**config.mk**
```make
export PLATFORM = sky130hd
export DESIGN_NAME = delay_sched
export DESIGN_NICKNAME = d
export VERILOG_FILES = /design/src/rtl/delay_sched.sv
export SDC_FILE = /design/constraint.sdc
export NUM_CORES = 1
export LEC_CHECK = 0
export BUFFER_PORTS_ARGS = -buffer_cell sky130_fd_sc_hd__buf_4
export CAP_MARGIN = 20
export CORE_AREA = 2 2 106 108
export CTS_BUF_LIST = sky130_fd_sc_hd__clkbuf_4 sky130_fd_sc_hd__clkbuf_8
export CTS_CLUSTER_SIZE = 12
export DETAILED_ROUTE_END_ITERATION = 10
export DIE_AREA = 0 0 108 110
export PLACE_DENSITY = 0.57
export SYNTH_ARGS = -nofsm -noshare
export SYNTH_HDL_FRONTEND = slang
export SYNTH_SLANG_ARGS = --single-unit
```
**constraint.sdc**
```tcl
create_clock -name clk -period 7.6 [get_ports clk]
set_input_delay 0 -clock clk [delete_from_list [all_inputs] [get_ports clk]]
set_output_delay 0 -clock clk [all_outputs]
set_load 0.05 [all_outputs]
```
**src/rtl/delay_sched.sv**
```systemverilog
// Two-channel delay-line scheduler: pops due timestamps from two FWFT FIFOs and
// shares one pulse generator between them with round-robin arbitration.
//
// state | meaning
// IDLE  | evaluating FIFO heads every cycle while en=1
// HOLD  | pulse generator busy, no pops or triggers
module delay_sched #(
    parameter int CTR_WIDTH         = 18,
    parameter int PULSE_BUSY_CYCLES = 130,
    parameter int LATE_WINDOW       = 64
) (
    input  logic                 clk,
    input  logic                 rst,
    input  logic                 en,
    input  logic [CTR_WIDTH-1:0] ctr,
    input  logic                 ch0_empty,
    input  logic [CTR_WIDTH-1:0] ch0_data,
    output logic                 ch0_rden,
    input  logic                 ch1_empty,
    input  logic [CTR_WIDTH-1:0] ch1_data,
    output logic                 ch1_rden,
    output logic                 trig,
    output logic                 trig_ch,
    output logic                 busy,
    input  logic                 clr_cnt,
    output logic [15:0]          drop_cnt
);

    localparam int HW = (PULSE_BUSY_CYCLES > 2) ? $clog2(PULSE_BUSY_CYCLES) : 1;
    localparam logic [HW-1:0] HOLD_LOAD = HW'(PULSE_BUSY_CYCLES - 1);
    localparam logic [CTR_WIDTH-1:0] LATE_LIM = CTR_WIDTH'(LATE_WINDOW);

    typedef enum logic {IDLE, HOLD} state_t;

    state_t          state, state_nxt;
    logic [HW-1:0]   hold_cnt, hold_nxt;
    logic            rr_ptr, rr_nxt;
    logic            rden0_nxt, rden1_nxt, trig_nxt, trig_ch_nxt, busy_nxt;
    logic [15:0]     drop_nxt;
    logic [1:0]      drops;
    logic [16:0]     drop_sum;
    logic            go, win;

    logic [CTR_WIDTH-1:0] diff0, diff1;
    logic due0, due1, late0, late1, ok0, ok1;

    // A channel whose rden is high this cycle is masked: its head is still the popped word.
    assign diff0 = ctr - ch0_data;
    assign diff1 = ctr - ch1_data;
    assign due0  = !ch0_empty && !ch0_rden && !diff0[CTR_WIDTH-1];
    assign due1  = !ch1_empty && !ch1_rden && !diff1[CTR_WIDTH-1];
    assign late0 = due0 && (diff0 > LATE_LIM);
    assign late1 = due1 && (diff1 > LATE_LIM);
    assign ok0   = due0 && !late0;
    assign ok1   = due1 && !late1;

    always_ff @(posedge clk or posedge rst) begin
        if (rst) begin
            state    <= IDLE;
            hold_cnt <= '0;
            rr_ptr   <= 1'b0;
            ch0_rden <= 1'b0;
            ch1_rden <= 1'b0;
            trig     <= 1'b0;
            trig_ch  <= 1'b0;
            busy     <= 1'b0;
            drop_cnt <= '0;
        end else begin
            state    <= state_nxt;
            hold_cnt <= hold_nxt;
            rr_ptr   <= rr_nxt;
            ch0_rden <= rden0_nxt;
            ch1_rden <= rden1_nxt;
            trig     <= trig_nxt;
            trig_ch  <= trig_ch_nxt;
            busy     <= busy_nxt;
            drop_cnt <= drop_nxt;
        end
    end

    always_comb begin
        state_nxt   = state;
        hold_nxt    = hold_cnt;
        rr_nxt      = rr_ptr;
        rden0_nxt   = 1'b0;
        rden1_nxt   = 1'b0;
        trig_nxt    = 1'b0;
        trig_ch_nxt = trig_ch;
        drops       = 2'd0;
        go          = 1'b0;
        win         = 1'b0;

        case (state)
            IDLE: begin
                if (en) begin
                    rden0_nxt = late0;
                    rden1_nxt = late1;
                    drops     = 2'(late0) + 2'(late1);
                    if (ok0 && ok1) begin
                        go  = 1'b1;
                        win = rr_ptr;
                    end else if (ok0 || ok1) begin
                        go  = 1'b1;
                        win = ok1;
                    end
                    if (go) begin
                        rr_nxt      = ~win;
                        trig_nxt    = 1'b1;
                        trig_ch_nxt = win;
                        state_nxt   = HOLD;
                        hold_nxt    = HOLD_LOAD;
                        if (win) rden1_nxt = 1'b1;
                        else     rden0_nxt = 1'b1;
                    end
                end
            end
            HOLD: begin
                // Terminal count at zero keeps busy high for exactly PULSE_BUSY_CYCLES cycles.
                if (hold_cnt == '0) state_nxt = IDLE;
                else                hold_nxt  = hold_cnt - HW'(1);
            end
            default: state_nxt = IDLE;
        endcase

        busy_nxt = (state_nxt == HOLD);
        drop_sum = 17'(drop_cnt) + 17'(drops);
        if (clr_cnt)          drop_nxt = '0;
        else if (drop_sum[16]) drop_nxt = 16'hFFFF;
        else                  drop_nxt = drop_sum[15:0];
    end

endmodule

```
==> metrics.csv <==
stage;metric;value;unit
run_status;status;complete, no violations;
setup_path;critical_path.top_delay_family;simple AND/OR/NAND/NOR gates;
floorplanning;dieWidth;108;µm
synth;syn_avg_cell_area;7.91;µm²
setup_path;critPathMaxStageDelay;0.56;ns
worst_hold_path;hp-class;input pin to flop;
routing;drt-initial-drc-count;179;
cts;postCtsResizedCells;0;
finish;seq_area;751;µm²
grt;grt_use_total;17.6;%
timing;min_period;5.13;ns
power_and_ir_drop;power.density;128;nW/µm²
cts;cts.clk_slew.worst_paths;0.07;ns
setup_path;path_cells;buf_4, inv_1, ha_1, inv_1, fa_1, a211oi_2, o31ai_2, o21a_4, nor4_2, a211oi_1, or4_4, nor3_1, nor2_1, ha_1, and2_1, ha_1, inv_1, fa_1, nand3b_1, nor3_1, and4_1, nand3_1, a21oi_1;
floorplanning;ioPinCount;81;
grt;gr-total-overflow;0;
synth;synth-seq-cells;30;
setup_path;crit_type;input pin to flop;
cts;cts_sinks;30;
grt;grt_max_degree;31;
grt;grt_pass1_wl;17000;µm
timing;rsz0062_at_grt;no;
timing;fin_crit_sh;67.5;%
power_and_ir_drop;irDropWorstVdd;0.155;mV
power_and_ir_drop;netSwitchingFraction;36.0;%
synth;yosys_warnings;0;
grt;grt_use_met1;22.9;%
power_and_ir_drop;pwr-share-comb;44.3;%
setup_path;critical_path.slowest_cell;or4_4;
run;max_cap_viol_count;0;
synth;synth.cell_area;3640;µm²
synth;synth-edff-count;0;
timing;setup_viol;0;
timing;tightest_slew;0.714;ns
setup_path;end_kind;flop;
routing;vias;3532;
floorplanning;core_region_area;10700;µm²
grt;grt_pass1_vias;3567;
cts;clockBufferDepth;2;
grt;busiest_layer;met2;
timing;final.setup.worst_slack;2.47;ns
cts;clockRootBuffer;clkbuf_8;
placed_design;dp_slack;2.22;ns
timing;max_slew_margin;51.8;%
setup_path;crit_fanout;13;
routing;firstDrtPassIters;4;
finish;num_antenna_cells;0;
power_and_ir_drop;sequentialPowerShare;29.8;%
grt;use_met3;3.12;%
timing;timing.final.hold_violations;0;
finish;final_nets;635;
routing;postRouteAntennaNets;0;
power_and_ir_drop;power_switching;207;µW
synth;synth_nets;562;
synth;synthFlopType;dfrtp_1;
timing;whs;0.00528;ns
floorplanning;fp.dieArea;11900;µm²
timing;slew_violations;0;
placed_design;gp_congestion;0.868;
routing;wl;10200;µm
cts;cts_max_level;2;
worst_hold_path;holdPathStages;4;
setup_path;worstRegToRegCells;12;
floorplanning;num_rows;38;
power_and_ir_drop;leakage;2.10;nW
grt;gr-usage-met2;30.5;%
synth;synth_cell_types;72;
finish;syn2layout_area_growth;22.7;%
placed_design;dp_hpwl;8390;µm
finish;nFillCells;1074;
routing;drc;0;
cts;cts_buffers;5;
cts;worstSkewPairLatency;0.28;ns
cts;postCtsSetupRepairBufs;0;
floorplanning;chipHeight;110;µm
routing;wire_per_inst;15.0;µm
setup_path;required;7.79;ns
finish;multiInputGateArea;2640;µm²
synth;ys_seq_area_share;20.6;%
power_and_ir_drop;p_int;367;µW
power_and_ir_drop;p_total;573;µW
cts;cts_tree;done;
setup_path;cp_num_buf_inv;4;
synth;synthCells;461;
finish;drive_gt1_share;19.8;%
synth;async_flop_share;100;%
timing;timing.fmax;195;MHz
setup_path;rrSetupSlack;4.03;ns
floorplanning;start_util;34.1;%
setup_path;crit_path_start_kind;input pin;
timing;setup_tns;0;ns
power_and_ir_drop;pwr-share-clk;26.0;%
setup_path;arrival;5.32;ns
timing;fin_worst_skew;0.0100;ns
setup_path;cp_num_cells;23;
placed_design;portBuffers;80;
grt;antenna_found_initial;0;
routing;via_per_inst;5.23;
-- repair_timing --
item	CTS	global route
hold endpoints to repair	30	0
setup endpoints to repair	0	0
hold buffers	1	0
-- cells by family after synthesis --
family                   Yosys count  share of synthesized area (%)
buffers and inverters             64                           7.07
adder cells (fa/ha/maj)           41                           14.7
XOR/XNOR                          37                           8.89
AND/OR/NAND/NOR                  138                           20.5
AO/OA/AOI/OAI                    148                           27.4
multiplexers                       3                          0.858
flip-flops                        30                           20.6
-- through the flow --
stage	cell area, µm²	std cells	util, %
finish	4470	675	41.8
global route	4470	675	41.8
CTS	4470	675	41.8
detailed placement	4350	666	40.7
global placement	4350	666	40.7
floorplan	3640	461	-
-- metal layers --
layer / vias to the layer above / wire length (µm)
met4: 0 / 197
met2: 90 / 4770
met3: 14 / 546
li1: 1820 / -
met5: - / 0
met1: 1608 / 4640
-- worst reg2reg max path: cells and delay by family (launching register included) --
kind                     cells  cell delay [ns]
adder cells (fa/ha/maj)      3             0.67
flip-flops                   1             0.38
AO/OA/AOI/OAI                1             0.30
buffers and inverters        1             0.05
AND/OR/NAND/NOR              7             2.07
-- power groups by stage --
stage / sequential, mW / clock (mW) / combinational, mW
after floorplan: 0.182 / 0 / 0.170
after global placement: 0.174 / 0 / 0.248
after detailed placement: 0.174 / 0 / 0.251
after CTS: 0.171 / 0.154 / 0.253
after global routing: 0.172 / 0.162 / 0.284
final: 0.171 / 0.149 / 0.254
-- synth_stat cells, types with 9 or more instances --
master	number	area (µm²)
nand3_1	12	60.1
nor2_1	23	86.3
nand2_1	34	128
xor2_1	17	149
ha_1	38	475
a21o_1	13	97.6
o21ai_0	17	85.1
o21a_1	9	67.6
a21oi_1	49	245
clkbuf_1	11	41.3
inv_1	48	180
xnor2_1	20	175
nor3_1	17	85.1
dfrtp_1	30	751
-- worst paths after layout --
kind,end,from
min in group asynchronous,drop_cnt[0]$_DFF_PP0_,rst
min,ch0_rden$_DFF_PP0_,ch0_empty
max in group asynchronous,hold_cnt[0]$_DFFE_PP0P_,rst
max,drop_cnt[5]$_DFF_PP0_,ctr[0]
min reg2reg,ch0_rden$_DFF_PP0_,rr_ptr$_DFFE_PP0P_
max reg2reg,drop_cnt[5]$_DFF_PP0_,ch1_rden$_DFF_PP0_
-- area by class of cell --
class / instances / share of cell area (%)
clock buffers: 8 / 2.46
multi-input cells: 367 / 59.0
repair buffers: 82 / 13.8
well taps: 140 / 3.92
inverters: 48 / 4.03
flip-flops and latches: 30 / 16.8
-- registers in the layout (all words and copies together) (netlist names) --
name and count:
drop_cnt 16, hold_cnt 8, ch0_rden 1, ch1_rden 1
rr_ptr 1, state 1, trig 1, trig_ch 1
-- cell usage in the layout (no fill, tap or decap), types with 12 or more instances in the layout --
cell / instances
ha_1: 38
a21oi_1: 49
o21ai_0: 17
a21o_1: 13
inv_1: 48
buf_4: 81
dfrtp_1: 30
nor3_1: 17
nor2_1: 23
nand3_1: 12
xor2_1: 17
nand2_1: 34
xnor2_1: 20
(Power assumes the default switching activity.)
